===== config.mk =====
export PLATFORM = sky130hd
export DESIGN_NAME = register_file
export DESIGN_NICKNAME = d
export VERILOG_FILES = /design/src/rtl/register_file_pkg.sv /design/src/rtl/register_file_reg_en.sv /design/src/rtl/register_file.sv
export SDC_FILE = /design/constraint.sdc
export NUM_CORES = 1
export LEC_CHECK = 0
export CORE_MARGIN = 1.5
export CORE_UTILIZATION = 45
export DETAILED_ROUTE_END_ITERATION = 8
export MAX_ROUTING_LAYER = met4
export PLACE_DENSITY_LB_ADDON = 0.1
export SETUP_SLACK_MARGIN = 0.15
export SLEW_MARGIN = 30
export SYNTH_ARGS = -nofsm -noshare
export SYNTH_HDL_FRONTEND = slang
export SYNTH_SLANG_ARGS = --single-unit

===== constraint.sdc =====
create_clock -name clk -period 1.59 [get_ports clk]
set_input_delay 0.159 -clock clk [delete_from_list [all_inputs] [get_ports clk]]
set_output_delay 0.159 -clock clk [all_outputs]
set_load 0.02 [all_outputs]

===== src/rtl/register_file_pkg.sv =====
// Shared constants and types for the processor register file.
// The PC slot sits at the top address and has no storage behind it.
package register_file_pkg;

    localparam int DATA_W     = 8;
    localparam int ADDR_W     = 3;
    localparam int PC_IDX     = 7;
    localparam int NUM_REGS   = 2 ** ADDR_W;
    localparam int NUM_STORED = PC_IDX;

    typedef logic [DATA_W-1:0] word_t;

endpackage


===== src/rtl/register_file_reg_en.sv =====
// Single data register with a load enable and an asynchronous active-low clear.
module reg_en
    import register_file_pkg::*;
(
    input  logic              clk_i,
    input  logic              rst_ni,
    input  logic              en_i,
    input  logic [DATA_W-1:0] d_i,
    output logic [DATA_W-1:0] q_o
);

    word_t data_q;
    word_t data_d;

    always_comb begin
        data_d = data_q;
        if (en_i) begin
            data_d = d_i;
        end
    end

    always_ff @(posedge clk_i or negedge rst_ni) begin
        if (!rst_ni) begin
            data_q <= '0;
        end else begin
            data_q <= data_d;
        end
    end

    assign q_o = data_q;

endmodule


===== src/rtl/register_file.sv =====
// 8 x 8-bit register file: two combinational read ports, one synchronous write port.
// Address PC_IDX reads the externally supplied R7 value and ignores writes.
module register_file
    import register_file_pkg::*;
(
    input  logic              clk,
    input  logic              reset,
    input  logic [ADDR_W-1:0] A1,
    input  logic [ADDR_W-1:0] A2,
    input  logic [ADDR_W-1:0] A3,
    input  logic              WE3,
    input  logic [DATA_W-1:0] WD3,
    input  logic [DATA_W-1:0] R7,
    output logic [DATA_W-1:0] RD1,
    output logic [DATA_W-1:0] RD2,
    output logic [DATA_W-1:0] tbout1,
    output logic [DATA_W-1:0] tbout2,
    output logic [DATA_W-1:0] tbout6
);

    logic [NUM_STORED-1:0] writeEn;
    word_t                 regVal  [NUM_STORED];
    word_t                 readSrc [NUM_REGS];

    // Write decoder: only stored registers get an enable, so address PC_IDX has no effect.
    always_comb begin
        writeEn = '0;
        for (int i = 0; i < NUM_STORED; i++) begin
            writeEn[i] = WE3 && (A3 == ADDR_W'(i));
        end
    end

    for (genvar g = 0; g < NUM_STORED; g++) begin : gRegs
        reg_en uReg (
            .clk_i (clk),
            .rst_ni(reset),
            .en_i  (writeEn[g]),
            .d_i   (WD3),
            .q_o   (regVal[g])
        );
    end

    always_comb begin
        for (int i = 0; i < NUM_STORED; i++) begin
            readSrc[i] = regVal[i];
        end
        readSrc[PC_IDX] = R7;
    end

    assign RD1    = readSrc[A1];
    assign RD2    = readSrc[A2];
    assign tbout1 = regVal[1];
    assign tbout2 = regVal[2];
    assign tbout6 = regVal[6];

endmodule


==> results of run 1 <==
-- routing by layer --
metal	wire, µm	up-vias	GRT usage (%)
li1	-	966	-
met1	3630	1148	33.0
met2	3840	54	35.8
met3	293	9	3.20
met4	84	0	4.40
met5	0	-	-
-- synthesized netlist by cell type --
cell	count	share of area, %
sky130_fd_sc_hd__mux4_1	32	26
sky130_fd_sc_hd__nor4bb_1	3	0.92
sky130_fd_sc_hd__buf_1	2	0.23
sky130_fd_sc_hd__nor4b_4	1	0.73
sky130_fd_sc_hd__dfrtp_1	56	43
sky130_fd_sc_hd__mux2_2	70	24
sky130_fd_sc_hd__nand4b_1	3	0.81
sky130_fd_sc_hd__mux2_1	2	0.69
sky130_fd_sc_hd__buf_2	6	0.92
sky130_fd_sc_hd__buf_12	2	1.2
sky130_fd_sc_hd__clkbuf_1	5	0.58
sky130_fd_sc_hd__buf_6	2	0.69
-- final cells by class --
class,count,area share (%)
tap,96,2.64
clock inverter,1,0.165
sequential,56,30.8
clock buffer,7,1.89
multi-input combinational,111,37.0
timing repair buffer,126,27.6
-- power by group --
group / leakage [nW] / switching [W] / internal [W]
combinational: 1.29 / 0.000824 / 0.00134
sequential: 0.672 / 0.000241 / 0.00174
clock: 0.0445 / 0.000455 / 0.000355
-- kinds of logic (layout without fill, tap and decap cells) --
group | Yosys count | in the layout | share of synthesized area (%)
buffers and inverters | 17 | 134 | 3.66
DFF | 56 | 56 | 43.1
muxes | 104 | 104 | 50.8
and+or+nand+nor | 7 | 7 | 2.46
-- critical path, cell delays in order, from the launching register on --
cell	delay [ns]
sky130_fd_sc_hd__dfrtp_1	0.42
sky130_fd_sc_hd__mux4_2	0.48
sky130_fd_sc_hd__mux2_4	0.29
sky130_fd_sc_hd__buf_6	0.13
-- repair_timing --
item,4_1_cts,5_1_grt
pin swaps,1,0
endpoints found under the setup margin,46,35
hold buffers,1,0
endpoints found under the hold margin,18,0
gates resized for setup,175,15
gates cloned,2,0
setup buffers,5,2
-- metrics by stage --
stage	instance area [µm²]	hold WS [ns]	std cells	setup WS (ns)	utilization (%)
after floorplan	3250	-0.137	184	0.156	-
after global placement	4420	0.160	379	-0.812	64.0
after detailed placement	4420	0.161	379	-0.821	64.0
after CTS	4530	0.355	395	-0.200	65.6
after global routing	4560	0.392	397	-0.251	66.0
final	4560	0.356	397	-0.199	66.0
-- worst paths after layout --
path	start	to	cells after the start	slack, ns
setup / recovery	gRegs[5].uReg.q_o[2]	RD2[2]	3	-0.20
max in group asynchronous	reset	gRegs[3].uReg.q_o[4]	3	0.75
setup reg to reg	gRegs[1].uReg.q_o[1]	gRegs[1].uReg.q_o[1]	3	0.58
hold / removal	reset	gRegs[2].uReg.q_o[5]	2	0.36
min in group clk	A3[2]	gRegs[2].uReg.q_o[1]	4	0.53
hold reg to reg	gRegs[0].uReg.q_o[0]	gRegs[0].uReg.q_o[0]	1	0.53
==> metrics.txt, run 1 <==
# TYPE chip_impl_metric gauge
chip_impl_metric{name="cp.required",unit="ns"} 1.43
chip_impl_metric{name="vias_in_the_first_global_route",unit=""} 2276
chip_impl_metric{name="fp-row-count",unit=""} 30
chip_impl_metric{name="maxSlewViolCount",unit=""} 0
chip_impl_info{name="most_common_cell_after_layout_fill_and_taps_aside",value="sky130_fd_sc_hd__mux2_2"} 1
chip_impl_metric{name="synth.distinct_cells",unit=""} 12
chip_impl_metric{name="fin_crit_sh",unit="%"} 113
chip_impl_metric{name="drc",unit=""} 0
chip_impl_info{name="timing.setup.critical_path_class",value="reg2out"} 1
chip_impl_metric{name="design.portCount",unit=""} 68
chip_impl_metric{name="synth.net_count",unit=""} 212
chip_impl_metric{name="fill_cells",unit=""} 561
chip_impl_metric{name="ys_seq_elements",unit=""} 56
chip_impl_info{name="final_cell_mix",value="sky130_fd_sc_hd__mux2_2, sky130_fd_sc_hd__dfrtp_1, sky130_fd_sc_hd__buf_4, sky130_fd_sc_hd__mux4_2, sky130_fd_sc_hd__dlygate4sd2_1"} 1
chip_impl_metric{name="postRouteAntennaNets",unit=""} 0
chip_impl_metric{name="dieHeight",unit="µm"} 88.0
chip_impl_metric{name="maximum_level_of_the_cts_h_tree",unit=""} 2
chip_impl_metric{name="start_util",unit="%"} 47.1
chip_impl_metric{name="gp_congestion",unit=""} 0.742
chip_impl_metric{name="achievable-frequency",unit="MHz"} 559
chip_impl_metric{name="peakVddDrop",unit="µV"} 545
chip_impl_metric{name="layout_area_growth_over_synthesis",unit="%"} 40.1
chip_impl_info{name="startpoint_type",value="flop"} 1
chip_impl_metric{name="grt_util_all_layers",unit="%"} 23.1
chip_impl_info{name="endpoint_kind",value="output port"} 1
chip_impl_metric{name="setup_total_negative_slack",unit="ns"} -2.70
chip_impl_metric{name="timing.slew.headroom",unit="%"} 64.8
chip_impl_metric{name="antenna_cells_inserted",unit=""} 0
chip_impl_metric{name="syn_inst",unit=""} 184
chip_impl_metric{name="finish.net_count",unit=""} 328
chip_impl_info{name="unrepaired_setup_endpoints_after_global_routing",value="yes"} 1
chip_impl_info{name="run_status",value="finished with violations"} 1
chip_impl_metric{name="finalPower",unit="W"} 0.00495
chip_impl_info{name="cts_tree",value="done"} 1
chip_impl_info{name="min_path_type",value="in2async"} 1
chip_impl_metric{name="finalSetupViolCount",unit=""} 16
chip_impl_metric{name="crit_path_max_fanout",unit=""} 3
chip_impl_metric{name="cts.clk_slew.worst_paths",unit="ns"} 0.10
chip_impl_metric{name="placement.io_buffers",unit=""} 67
chip_impl_metric{name="leakagePower",unit="nW"} 2.00
chip_impl_metric{name="routed_vias",unit=""} 2177
chip_impl_metric{name="ys_seq_area_share",unit="%"} 43.1
chip_impl_metric{name="clock_sink_count",unit=""} 56
chip_impl_metric{name="post_route_minimum_period",unit="ns"} 1.79
chip_impl_metric{name="detailedPlacementHpwl",unit="µm"} 5320
chip_impl_metric{name="clock_latency_reported_for_the_late_side_of_the_worst_skew_pair",unit="ns"} 0.31
chip_impl_metric{name="synth_area_per_cell",unit="µm²"} 17.7
chip_impl_info{name="cts_root_buf",value="sky130_fd_sc_hd__clkbuf_8"} 1
chip_impl_metric{name="post_drt_wl_per_cell",unit="µm"} 19.8
chip_impl_metric{name="first_pass_drt_iterations",unit=""} 4
chip_impl_metric{name="dieArea",unit="mm²"} 0.00775
chip_impl_metric{name="final_critical_path_setup_slack",unit="ns"} -0.199
chip_impl_metric{name="timing.final.hold_violations",unit=""} 0
chip_impl_metric{name="cp.arrival",unit="ns"} 1.63
chip_impl_metric{name="drv.max_cap_violation_count",unit=""} 0
chip_impl_info{name="failed_checks",value="setup timing"} 1
chip_impl_metric{name="mappedNetlistArea",unit="mm²"} 0.00325
chip_impl_metric{name="seq_area",unit="mm²"} 0.00140
chip_impl_metric{name="grt_first_pass_wirelength",unit="µm"} 12600
chip_impl_metric{name="grt_start_max_net_pins",unit=""} 21
chip_impl_metric{name="fraction_of_final_layout_cells_sized_beyond_drive_strength_1",unit="%"} 64.5
chip_impl_metric{name="worst-slew-pin-transition",unit="ns"} 0.528
chip_impl_metric{name="clk_path_buf_depth",unit=""} 2
chip_impl_metric{name="number_of_flip_flops_in_the_largest_register",unit=""} 56
chip_impl_metric{name="multi_input_comb_area",unit="mm²"} 0.00168
chip_impl_metric{name="synthesis.yosys.warnings",unit=""} 0
chip_impl_metric{name="detail_route.wirelength",unit="µm"} 7860
chip_impl_metric{name="drt-vias-per-instance",unit=""} 5.48
chip_impl_metric{name="tritoncts.num_buffers",unit=""} 5
chip_impl_metric{name="floorplan.core_area",unit="mm²"} 0.00691
chip_impl_metric{name="drt_iter0_drc",unit=""} 102
chip_impl_metric{name="grt_overflow_total",unit=""} 0
chip_impl_metric{name="power_per_cell_area",unit="mW/mm²"} 1090
chip_impl_metric{name="antenna_violations_before_repair",unit=""} 0
chip_impl_metric{name="finClkSkew",unit="ns"} 0
chip_impl_metric{name="die_x",unit="µm"} 88.0
(Power assumes the default switching activity.)
==> run 2, diff against run 1 <==
--- a/config.mk
+++ b/config.mk
@@ -15,3 +15,4 @@
 export SYNTH_ARGS = -nofsm -noshare
 export SYNTH_HDL_FRONTEND = slang
 export SYNTH_SLANG_ARGS = --single-unit
+export TNS_END_PERCENT = 10
==> run 2 against run 1 <==
  * The run still ends with setup timing left
  * Count of clock-buffer cells in the layout stayed put
  * First-iteration DRC count is 5.9% lower
  * Core utilization is 0.45 points lower
  * Sequential share of layout area is 0.21 points higher
  * Largest cell class unchanged
==> metrics.txt, run 2 (synthesis gave the netlist of run 1 again) <==
# TYPE chip_impl_metric gauge
chip_impl_metric{name="final_critical_path_setup_slack",unit="ns"} -0.202
chip_impl_metric{name="grt_first_pass_wirelength",unit="µm"} 12600
chip_impl_metric{name="worst-slew-pin-transition",unit="ns"} 0.528
chip_impl_metric{name="timing.final.hold_violations",unit=""} 0
chip_impl_metric{name="die_x",unit="µm"} 88.0
chip_impl_metric{name="detailedPlacementHpwl",unit="µm"} 5320
chip_impl_metric{name="antenna_cells_inserted",unit=""} 0
chip_impl_metric{name="leakagePower",unit="nW"} 1.99
chip_impl_metric{name="multi_input_comb_area",unit="mm²"} 0.00168
chip_impl_info{name="worstPathCellList",value="mux4_2 > mux2_4 > buf_6"} 1
chip_impl_metric{name="maximum_level_of_the_cts_h_tree",unit=""} 2
chip_impl_metric{name="grt_overflow_total",unit=""} 0
chip_impl_metric{name="achievable-frequency",unit="MHz"} 558
chip_impl_metric{name="fp-row-count",unit=""} 30
chip_impl_info{name="min_path_type",value="in2async"} 1
chip_impl_metric{name="postRouteAntennaNets",unit=""} 0
chip_impl_metric{name="postLayoutCellArea",unit="mm²"} 0.00453
chip_impl_metric{name="finClkSkew",unit="ns"} 0
chip_impl_metric{name="maxSlewViolCount",unit=""} 0
chip_impl_metric{name="peakVddDrop",unit="µV"} 545
chip_impl_metric{name="vias_in_the_first_global_route",unit=""} 2261
chip_impl_metric{name="critical_path.max_stage_delay",unit="ns"} 0.48
chip_impl_info{name="cts_tree",value="done"} 1
chip_impl_metric{name="first_pass_drt_iterations",unit=""} 4
chip_impl_metric{name="cts.clk_slew.worst_paths",unit="ns"} 0.10
chip_impl_metric{name="detail_route.wirelength",unit="µm"} 7810
chip_impl_metric{name="routed_vias",unit=""} 2165
chip_impl_metric{name="grt_start_max_net_pins",unit=""} 21
chip_impl_metric{name="standard_cell_area_after_detailed_placement",unit="mm²"} 0.00442
chip_impl_metric{name="placement.io_buffers",unit=""} 67
chip_impl_info{name="run_status",value="finished with violations"} 1
chip_impl_metric{name="finish.net_count",unit=""} 325
chip_impl_metric{name="power_per_cell_area",unit="mW/mm²"} 1090
chip_impl_info{name="most_common_cell_after_layout_fill_and_taps_aside",value="sky130_fd_sc_hd__mux2_2"} 1
chip_impl_metric{name="antenna_violations_before_repair",unit=""} 0
chip_impl_metric{name="cp.required",unit="ns"} 1.43
chip_impl_metric{name="design.portCount",unit=""} 68
chip_impl_metric{name="finalSetupViolCount",unit=""} 16
chip_impl_metric{name="crit_path_max_fanout",unit=""} 3
chip_impl_metric{name="drv.max_cap_violation_count",unit=""} 0
chip_impl_info{name="timing.setup.critical_path_class",value="reg2out"} 1
chip_impl_metric{name="layout_area_growth_over_synthesis",unit="%"} 39.2
chip_impl_metric{name="post_route_minimum_period",unit="ns"} 1.79
chip_impl_metric{name="clk_path_buf_depth",unit=""} 2
chip_impl_metric{name="floorplan.core_area",unit="mm²"} 0.00691
chip_impl_metric{name="clock_sink_count",unit=""} 56
chip_impl_metric{name="post_drt_wl_per_cell",unit="µm"} 19.8
chip_impl_metric{name="number_of_flip_flops_in_the_largest_register",unit=""} 56
chip_impl_metric{name="drc",unit=""} 0
chip_impl_metric{name="cp.arrival",unit="ns"} 1.63
chip_impl_metric{name="timing.slew.headroom",unit="%"} 64.8
chip_impl_info{name="final_cell_mix",value="sky130_fd_sc_hd__mux2_2, sky130_fd_sc_hd__dfrtp_1, sky130_fd_sc_hd__buf_4, sky130_fd_sc_hd__mux4_2, sky130_fd_sc_hd__dlygate4sd2_1"} 1
chip_impl_info{name="endpoint_kind",value="output port"} 1
chip_impl_metric{name="fin_crit_sh",unit="%"} 113
chip_impl_metric{name="tritoncts.num_buffers",unit=""} 5
chip_impl_info{name="failed_checks",value="setup timing"} 1
chip_impl_info{name="critPathLaunch",value="gRegs[5].uReg.q_o[2]"} 1
chip_impl_metric{name="grt_util_all_layers",unit="%"} 23.0
chip_impl_info{name="cts_root_buf",value="sky130_fd_sc_hd__clkbuf_8"} 1
chip_impl_info{name="unrepaired_setup_endpoints_after_global_routing",value="yes"} 1
chip_impl_metric{name="fraction_of_final_layout_cells_sized_beyond_drive_strength_1",unit="%"} 64.1
chip_impl_info{name="startpoint_type",value="flop"} 1
chip_impl_metric{name="fin_hold_ws",unit="ns"} 0.355
chip_impl_metric{name="clock_latency_reported_for_the_late_side_of_the_worst_skew_pair",unit="ns"} 0.31
chip_impl_metric{name="drt-vias-per-instance",unit=""} 5.49
chip_impl_info{name="timing.rr.start",value="gRegs[1].uReg.q_o[1]"} 1
chip_impl_metric{name="drt_iter0_drc",unit=""} 96
chip_impl_metric{name="seq_area",unit="mm²"} 0.00140
chip_impl_metric{name="start_util",unit="%"} 47.1
chip_impl_info{name="critical_path_cell_with_the_highest_stage_delay",value="sky130_fd_sc_hd__mux4_2"} 1
chip_impl_metric{name="dieArea",unit="mm²"} 0.00775
chip_impl_metric{name="dieHeight",unit="µm"} 88.0
chip_impl_metric{name="fill_cells",unit=""} 563
chip_impl_metric{name="gp_congestion",unit=""} 0.742
==> run 2: changes by cell type in the layout (fill, tap and decap cells not counted) <==
cell	before	now
sky130_fd_sc_hd__buf_4	45	46
sky130_fd_sc_hd__buf_2	1	2
sky130_fd_sc_hd__buf_6	19	16
sky130_fd_sc_hd__clkbuf_2	3	1
==> run 2: final timing paths <==
check                                  endpoint  slack, ns  cells past startpoint
max in group asynchronous  gRegs[0].uReg.q_o[5]       0.75                      3
setup reg to reg           gRegs[1].uReg.q_o[1]       0.58                      3
hold reg to reg            gRegs[0].uReg.q_o[0]       0.53                      1
hold / removal             gRegs[2].uReg.q_o[5]       0.35                      2
setup / recovery                         RD2[2]      -0.20                      3
min in group clk           gRegs[2].uReg.q_o[7]       0.53                      4
==> run 2: metrics by stage <==
stage | util [%] | cells | setup slack (ns) | setup TNS, ns | total power (W)
global placement | 64.0 | 379 | -0.812 | -20.97 | 0.00399
CTS | 65.3 | 394 | -0.200 | -2.92 | 0.00495
global route | 65.5 | 394 | -0.251 | -3.54 | 0.00518
detailed placement | 64.0 | 379 | -0.821 | -20.80 | 0.00404
floorplan | - | 184 | 0.156 | 0 | 0.00303
finish | 65.5 | 394 | -0.202 | -2.73 | 0.00491
==> run 2: cell type report <==
type,count,share of cell area (%)
clock inverters,1,0.166
multi-input cells,111,37.2
well taps,96,2.65
repair buffers,123,27.1
flip-flops and latches,56,31.0
clock buffers,7,1.91
==> run 2: critical path, delay by kind of cell (launching register included) <==
kind / cells / cell delay [ns]
buffers and inverters: 1 / 0.13
DFF: 1 / 0.42
muxes: 2 / 0.77
==> run 2: power by group <==
group	internal, W	switching [W]	total (W)	leakage, nW
Clock	0.000355	0.000457	0.000813	0.0445
Sequential	0.00174	0.000242	0.00198	0.672
Combinational	0.00131	0.000814	0.00212	1.27
Total	0.00340	0.00151	0.00491	1.99
==> run 2: routing by layer <==
metal,GRT usage (%),routed length [µm]
met5,-,0
met4,4.40,86
met3,3.20,297
met2,35.5,3800
met1,32.9,3620
==> run 2: repair_timing <==
item	in CTS	in global routing
resized for setup	170	8
endpoints found under the setup margin	46	32
endpoints found under the hold margin	18	0
gates cloned	2	0
hold buffers	1	0
setup buffers	4	0
pin swaps	1	0
==> run 3, diff against run 2 <==
--- a/config.mk
+++ b/config.mk
@@ -9,7 +9,7 @@
 export CORE_UTILIZATION = 45
 export DETAILED_ROUTE_END_ITERATION = 8
 export MAX_ROUTING_LAYER = met4
-export PLACE_DENSITY_LB_ADDON = 0.1
+export PLACE_DENSITY = 0.84
 export SETUP_SLACK_MARGIN = 0.15
 export SLEW_MARGIN = 30
 export SYNTH_ARGS = -nofsm -noshare
==> constraint.sdc (replaced) <==
create_clock -name clk -period 1.45 [get_ports clk]
set_input_delay 0.145 -clock clk [delete_from_list [all_inputs] [get_ports clk]]
set_output_delay 0.145 -clock clk [all_outputs]
set_load 0.02 [all_outputs]
==> run 3 against run 2 <==
  * The run still ends with setup timing left
  * Sequential share of layout area is 0.62 points higher
  * Die area stayed put
  * Critical path depth stayed put
  * Power is 14% higher
  * Register-to-register slack worse by 0.20 ns
  * Core utilization is 0.091 points higher
  * Wire length is 3.7% higher
  * Sequential power is 12% higher
  * Final area is 0.14% higher
  * First-iteration DRC count stayed put
==> metrics.txt, run 3 (synthesis gave the netlist of run 1 again) <==
# TYPE chip_impl_metric gauge
chip_impl_info{name="run_status",value="finished with violations"} 1
chip_impl_info{name="failed_checks",value="setup timing"} 1
chip_impl_metric{name="drc",unit=""} 0
chip_impl_metric{name="timing.slew.headroom",unit="%"} 75.9
chip_impl_info{name="most_common_cell_after_layout_fill_and_taps_aside",value="sky130_fd_sc_hd__mux2_2"} 1
chip_impl_metric{name="timing.final.hold_violations",unit=""} 0
chip_impl_metric{name="power_per_cell_area",unit="mW/mm²"} 1230
chip_impl_metric{name="post_drt_wl_per_cell",unit="µm"} 20.7
chip_impl_metric{name="finClkSkew",unit="ns"} 0
chip_impl_metric{name="post_route_minimum_period",unit="ns"} 1.78
chip_impl_metric{name="antenna_violations_before_repair",unit=""} 0
chip_impl_metric{name="finalSetupViolCount",unit=""} 16
chip_impl_metric{name="cts.clk_slew.worst_paths",unit="ns"} 0.10
chip_impl_metric{name="die_x",unit="µm"} 88.0
chip_impl_metric{name="tritoncts.num_buffers",unit=""} 5
chip_impl_metric{name="layout_area_growth_over_synthesis",unit="%"} 39.4
chip_impl_metric{name="grt_start_max_net_pins",unit=""} 57
chip_impl_metric{name="clk_path_buf_depth",unit=""} 2
chip_impl_info{name="cts_tree",value="done"} 1
chip_impl_metric{name="stdcell_count",unit=""} 392
chip_impl_metric{name="peakVddDrop",unit="µV"} 610
chip_impl_metric{name="dieHeight",unit="µm"} 88.0
chip_impl_metric{name="number_of_flip_flops_in_the_largest_register",unit=""} 56
chip_impl_metric{name="start_util",unit="%"} 47.1
chip_impl_metric{name="maximum_level_of_the_cts_h_tree",unit=""} 2
chip_impl_metric{name="drv.max_cap_violation_count",unit=""} 0
chip_impl_info{name="cts_root_buf",value="sky130_fd_sc_hd__clkbuf_8"} 1
chip_impl_metric{name="detailedPlacementHpwl",unit="µm"} 5680
chip_impl_metric{name="first_pass_drt_iterations",unit=""} 4
chip_impl_metric{name="drt-vias-per-instance",unit=""} 5.49
chip_impl_metric{name="design.portCount",unit=""} 68
chip_impl_metric{name="achievable-frequency",unit="MHz"} 561
chip_impl_metric{name="maxSlewViolCount",unit=""} 0
chip_impl_metric{name="grt_overflow_total",unit=""} 0
chip_impl_metric{name="gp_congestion",unit=""} 0.783
chip_impl_metric{name="floorplan.core_area",unit="mm²"} 0.00691
chip_impl_metric{name="numPlacedInstances",unit=""} 376
chip_impl_metric{name="cp.arrival",unit="ns"} 1.64
chip_impl_info{name="unrepaired_setup_endpoints_after_global_routing",value="yes"} 1
chip_impl_metric{name="final_core_util",unit="%"} 65.6
chip_impl_metric{name="postRouteAntennaNets",unit=""} 0
chip_impl_info{name="final_cell_mix",value="sky130_fd_sc_hd__mux2_2, sky130_fd_sc_hd__buf_4, sky130_fd_sc_hd__mux4_2, sky130_fd_sc_hd__dfrtp_1, sky130_fd_sc_hd__dfrtp_2"} 1
chip_impl_metric{name="drt_iter0_drc",unit=""} 96
chip_impl_metric{name="grt_first_pass_wirelength",unit="µm"} 12600
chip_impl_metric{name="routed_vias",unit=""} 2152
chip_impl_metric{name="fp-row-count",unit=""} 30
chip_impl_info{name="endpoint_kind",value="output port"} 1
chip_impl_metric{name="r2r_cells",unit=""} 3
chip_impl_metric{name="finish.net_count",unit=""} 323
chip_impl_metric{name="dieArea",unit="mm²"} 0.00775
chip_impl_metric{name="detail_route.wirelength",unit="µm"} 8100
chip_impl_metric{name="vias_in_the_first_global_route",unit=""} 2407
chip_impl_metric{name="crit_path_max_fanout",unit=""} 3
chip_impl_metric{name="antenna_cells_inserted",unit=""} 0
chip_impl_metric{name="fin_hold_ws",unit="ns"} 0.359
chip_impl_metric{name="grt_util_all_layers",unit="%"} 23.1
chip_impl_metric{name="worst-slew-pin-transition",unit="ns"} 0.361
chip_impl_metric{name="clock_latency_reported_for_the_late_side_of_the_worst_skew_pair",unit="ns"} 0.30
chip_impl_info{name="min_path_type",value="in2async"} 1
chip_impl_metric{name="leakagePower",unit="nW"} 1.96
chip_impl_info{name="startpoint_type",value="flop"} 1
chip_impl_metric{name="placement.io_buffers",unit=""} 67
chip_impl_metric{name="clock_sink_count",unit=""} 56
chip_impl_metric{name="fin_crit_sh",unit="%"} 123
chip_impl_metric{name="cp.required",unit="ns"} 1.31
chip_impl_info{name="timing.setup.critical_path_class",value="reg2out"} 1
chip_impl_metric{name="fraction_of_final_layout_cells_sized_beyond_drive_strength_1",unit="%"} 78.7
chip_impl_metric{name="final_critical_path_setup_slack",unit="ns"} -0.332
==> run 3: report_power, final <==
part / leakage (nW) / total, W / internal [W] / switching, W
Sequential: 0.646 / 0.00222 / 0.00193 / 0.000282
Clock: 0.0552 / 0.000997 / 0.000513 / 0.000484
Combinational: 1.26 / 0.00238 / 0.00145 / 0.000922
==> run 3: layout make-up <==
cell class	instances	area [µm²]
multi-input cells	111	1710
clock buffers	6	72.6
well taps	96	120
clock inverters	2	35.0
flip-flops and latches	56	1430
repair buffers	121	1160
fillers	527	2370
==> run 3: final timing paths <==
kind                       slack (ns)                   end                  from
max                             -0.33                RD2[3]  gRegs[2].uReg.q_o[3]
min                              0.36  gRegs[3].uReg.q_o[5]                 reset
max reg2reg                      0.38  gRegs[6].uReg.q_o[0]  gRegs[6].uReg.q_o[0]
min reg2reg                      0.52  gRegs[0].uReg.q_o[3]  gRegs[0].uReg.q_o[3]
max in group asynchronous        0.81  gRegs[6].uReg.q_o[2]                 reset
min in group clk                 0.52  gRegs[0].uReg.q_o[3]  gRegs[0].uReg.q_o[3]
==> run 3: per-layer routing <==
metal / GRT usage, % / wire length [µm] / vias to the layer above / share of wire [%]
met5: - / 0 / - / 0
met4: 5.82 / 90 / 0 / 1.1
met3: 3.30 / 340 / 11 / 4.2
met2: 40.1 / 4290 / 65 / 53
met1: 28.7 / 3380 / 1125 / 42
li1: - / - / 951 / -
==> run 3: timing repair <==
item	4_1_cts	5_1_grt
gates resized for setup	150	32
setup endpoints to repair	77	40
hold buffers	1	0
endpoints found under the hold margin	56	0
pin swaps	2	0
setup buffers	3	2
gates cloned	2	0
==> run 3: worst max-delay path: stages (launching register included) <==
cell                      delay, ns
sky130_fd_sc_hd__dfrtp_2       0.45
sky130_fd_sc_hd__mux4_2        0.47
sky130_fd_sc_hd__mux2_4        0.28
sky130_fd_sc_hd__buf_6         0.13
==> run 3: through the flow <==
stage / power (W) / TNS [ns] / instance area, µm² / worst slack [ns]
floorplan: 0.00350 / 0 / 3240 / 0.108
global placement: 0.00451 / -26.43 / 4350 / -0.883
detailed placement: 0.00463 / -29.07 / 4350 / -0.933
CTS: 0.00558 / -5.07 / 4540 / -0.334
global route: 0.00585 / -5.52 / 4530 / -0.365
finish: 0.00559 / -4.86 / 4530 / -0.332
==> variant 1: new RTL, flow settings as in run 1 <==
The package constant `DATA_W` goes from 8 to 12.
--- a/src/rtl/register_file_pkg.sv
+++ b/src/rtl/register_file_pkg.sv
@@ -2,7 +2,7 @@
 // The PC slot sits at the top address and has no storage behind it.
 package register_file_pkg;
 
-    localparam int DATA_W     = 8;
+    localparam int DATA_W     = 12;
     localparam int ADDR_W     = 3;
     localparam int PC_IDX     = 7;
     localparam int NUM_REGS   = 2 ** ADDR_W;
Ports: changed (7 resized); port bits go from 68 to 96. The function was not compared with the original's and may differ.
==> variant 1 against run 1 <==
  * The run still ends with negative setup slack left
  * Cell area grew 47%
  * Worst setup slack lost 0.034 ns
  * Via count grew 50%
  * Die area grew 45%
  * Sequential cell count grew 28
  * Routed wire length grew 59%
  * Synthesized cell count grew 46%
  * Synthesized area grew 47%
  * Combinational power grew 56%
  * Total power grew 59%
  * Critical endpoint is now RD2[8]
  * Highest routed layer unchanged
==> variant 1: results (changes against run 1) <==
| Metric | Value |
|---|---|
| Worst setup path end | RD2[8] |
| Setup ws final | -0.233 ns (-0.0335 ns) |
| Cts repair resizes | 285 (+63%) |
| GR Layer Usage met1 | 0.329 (-0.00148) |
| Internal | 5.47 mW (+59%) |
| Setup_tns | -4.97 ns (-2.27 ns) |
| DP Worst Slack | -0.873 ns (-0.0528 ns) |
| Largest net degree at the start of global routing | 36 (+71%) |
| Final setup vio count | 24 (+8) |
| Leakage | 2.99 nW (+49%) |
| Synth Instances | 268 (+46%) |
| Max-slew headroom | 0.671 (+0.0227) |
| HPWL Detailed | 8.48 mm (+59%) |
| WP data arrival | 1.66 ns (+0.03 ns) |
| VDD IR max | 0.000621 V (+14%) |
| Finished Core Util | 0.649 (-0.0105) |
| Top post-synthesis cells by area | dfrtp_1, mux2_2, mux4_1 |
| Reg2reg end | gRegs[1].uReg.q_o[0] |
| Layout cells sized above 1 | 0.681 (+0.0369) |
| CP startpoint | gRegs[1].uReg.q_o[8] |
| Met3 global-route usage | 0.0325 (+0.000450) |
| Violated checks | negative setup slack |
| Cells after DPL | 545 (+44%) |
| Num CTS Buffers | 9 (+4) |
| Outcome | finished, violations left |
| FILL cells | 848 (+51%) |
| Metal-1 WL | 5.59 mm (+54%) |
| Non-filler instance count after layout | 588 (+48%) |
| Total length of routed wires | 12.5 mm (+59%) |
| H-tree Lvls | 3 (+1) |
| First-pass GRT wire length | 20.0 mm (+58%) |
[variant 1: cell types whose count changed after synthesis, sizes merged]
cell / change
clkbuf: -1
nor4bb: -3
dfrtp: +28
mux4: +16
buf: +5
mux2: +36
and4bb: +3
[variant 1: final cells by class]
cell class / count / area share
multi-input combinational: 163 / 0.368
sequential: 84 / 0.314
timing repair buffer: 189 / 0.264
tap: 136 / 0.0254
clock buffer: 12 / 0.0217
clock inverter: 4 / 0.00728
[variant 1: power groups by stage]
stage / registers, mW / logic (mW) / clock network, mW
4_1_cts: 2.98 / 3.30 / 1.56
6_report: 2.99 / 3.37 / 1.52
5_1_grt: 3.05 / 3.58 / 1.65
3_5_place_dp: 2.99 / 3.06 / 0
2_1_floorplan: 3.15 / 1.38 / 0
3_3_place_gp: 2.96 / 3.02 / 0
[variant 1: logic make-up after synthesis]
family / count (synthesis) / synth area share
AND/OR/NAND/NOR: 7 / 0.0165
buffers and inverters: 21 / 0.0288
flip-flops: 84 / 0.440
multiplexers: 156 / 0.514
==> variant 2: new RTL, config.mk and constraints of run 1 <==
Made on the original files. Register the input `WE3` before use. The logic sees it one clock later. The other inputs are not delayed to match.
--- a/src/rtl/register_file.sv
+++ b/src/rtl/register_file.sv
@@ -18,6 +18,12 @@
     output logic [DATA_W-1:0] tbout6
 );
 
+    logic WE3_q;
+
+    always_ff @(posedge clk) begin
+        WE3_q <= WE3;
+    end
+
     logic [NUM_STORED-1:0] writeEn;
     word_t                 regVal  [NUM_STORED];
     word_t                 readSrc [NUM_REGS];
@@ -26,7 +32,7 @@
     always_comb begin
         writeEn = '0;
         for (int i = 0; i < NUM_STORED; i++) begin
-            writeEn[i] = WE3 && (A3 == ADDR_W'(i));
+            writeEn[i] = WE3_q && (A3 == ADDR_W'(i));
         end
     end
 
Check against the original RTL: not equivalent (Yosys sat finds a counterexample within 4 cycles, from zero or initial values and one cycle with reset low).
==> variant 2 against run 1 <==
  * The run still ends with negative setup slack left
  * Count of clock-buffer cells in the layout grew 3
  * Cell area grew 2.5%
  * Register-to-register slack lost 0.36 ns
  * Synthesized area up 0.62%
  * Clock power up 69%
  * Sequential cell count increased by 1
  * Total power up 12%
  * Global-route usage increased by 0.60 points
  * Worst setup slack worse by 0.0087 ns
  * Routed wire length increased by 0.87%
  * Final cell count rose by 2.0%
  * Via count increased by 1.4%
  * Largest cell class unchanged
  * Highest routed layer unchanged
==> variant 2: results (changes against run 1) <==
| Metric | Value |
|---|---|
| Via count | 2207 (+1.4%) |
| Clk slew on worst S/H paths | 0.07 ns (-0.03 ns) |
| Hold Path Class | in -> reg |
| 1st-iter DRT viols | 58 (-43%) |
| FF-to-FF setup slack | 0.22 ns (-0.36 ns) |
| CP startpoint | gRegs[5].uReg.q_o[0] |
| Layout cells sized above 1 | 0.663 (+0.0189) |
| Violated checks | negative setup slack |
| Reg-to-Reg Start | WE3_q |
| Num CTS Buffers | 9 (+4) |
| Wirelength per Cell | 19.6 um (-1.1%) |
| DP Worst Slack | -0.831 ns (-0.0105 ns) |
| Cells after DPL | 377 (-0.53%) |
| Post-DR vias/cell | 5.45 (-0.62%) |
| All-Layer GR Usage | 0.237 (+0.00601) |
| Post-CTS Repair Setup Buffers | 6 (+1) |
| Max reg flops | 56 (unchanged) |
| Worst setup path end | RD2[0] |
| Nets | 332 (+1.2%) |
| HPWL Detailed | 5.46 mm (+2.6%) |
| Clock skew | 0.00508 ns (+0.00508 ns) |
| Hold_ws | 0.256 ns (-0.0998 ns) |
| VDD IR max | 0.000634 V (+16%) |
| Clock latency on the worst-skew pair | 0.33 ns (+0.02 ns) |
| Reg2reg end | gRegs[2].uReg.q_o[2] |
| Largest net degree at the start of global routing | 35 (+67%) |
| Synth Net Count | 213 (+0.47%) |
| Cells on worst reg2reg path | 3 (unchanged) |
| Top post-synthesis cells by area | dfrtp_1, mux4_1, mux2_2 |
| First-pass GRT wire length | 12.7 mm (+0.77%) |
| Leakage | 2.05 nW (+2.2%) |
| Sequential share of the synthesized area | 0.434 (+0.00348) |
| Dpl cell area | 0.00439 mm2 (-0.62%) |
| Routability-driven placement congestion ratio | 0.752 (+1.4%) |
| Hold Path Stages | 1 |
| H-tree Lvls | 3 (+1) |
| Netlist cell types | 13 (+1) |
| Synth Instances | 185 (+0.54%) |
| Vias in the first global route | 2273 (-0.13%) |
| Max-slew headroom | 0.623 (-0.0247) |
| Ys async rst share | 0.982 (-0.0175) |
| Cts repair resizes | 179 (+2.3%) |
| Final setup vio count | 16 (unchanged) |
| Outcome | finished, violations left |
| Setup_tns | -3.04 ns (-0.334 ns) |
| Setup ws final | -0.208 ns (-0.00868 ns) |
-- variant 2: cell count changes after synthesis --
cell	delta
dfxtp_1	+1
-- variant 2: layout make-up --
cell class	instances	area, um2
fill	533	2230
clock buffer	10	138
tap	96	120
multi-input combinational	111	1690
sequential	57	1420
timing repair buffer	125	1230
clock inverter	6	67.6
-- variant 2: routing by layer --
metal	up-vias	wire [um]	track usage
li1	978	-	-
met1	1164	3560	0.319
met2	56	3970	0.371
met3	9	285	0.0401
met4	0	102	0.0767
met5	-	0	-
-- variant 2: report_power, final --
group	leakage [nW]	total [mW]	switching (mW)	internal, mW
Combinational	1.27	2.16	0.827	1.34
Clock	0.0985	1.37	0.598	0.767
Sequential	0.680	2.02	0.253	1.77
Total	2.05	5.55	1.68	3.87
-- variant 2: kinds of logic after synthesis --
| group | synth area share |
|---|---|
| buffers and inverters | 0.0363 |
| flip-flops | 0.434 |
| multiplexers | 0.505 |
| AND/OR/NAND/NOR | 0.0245 |
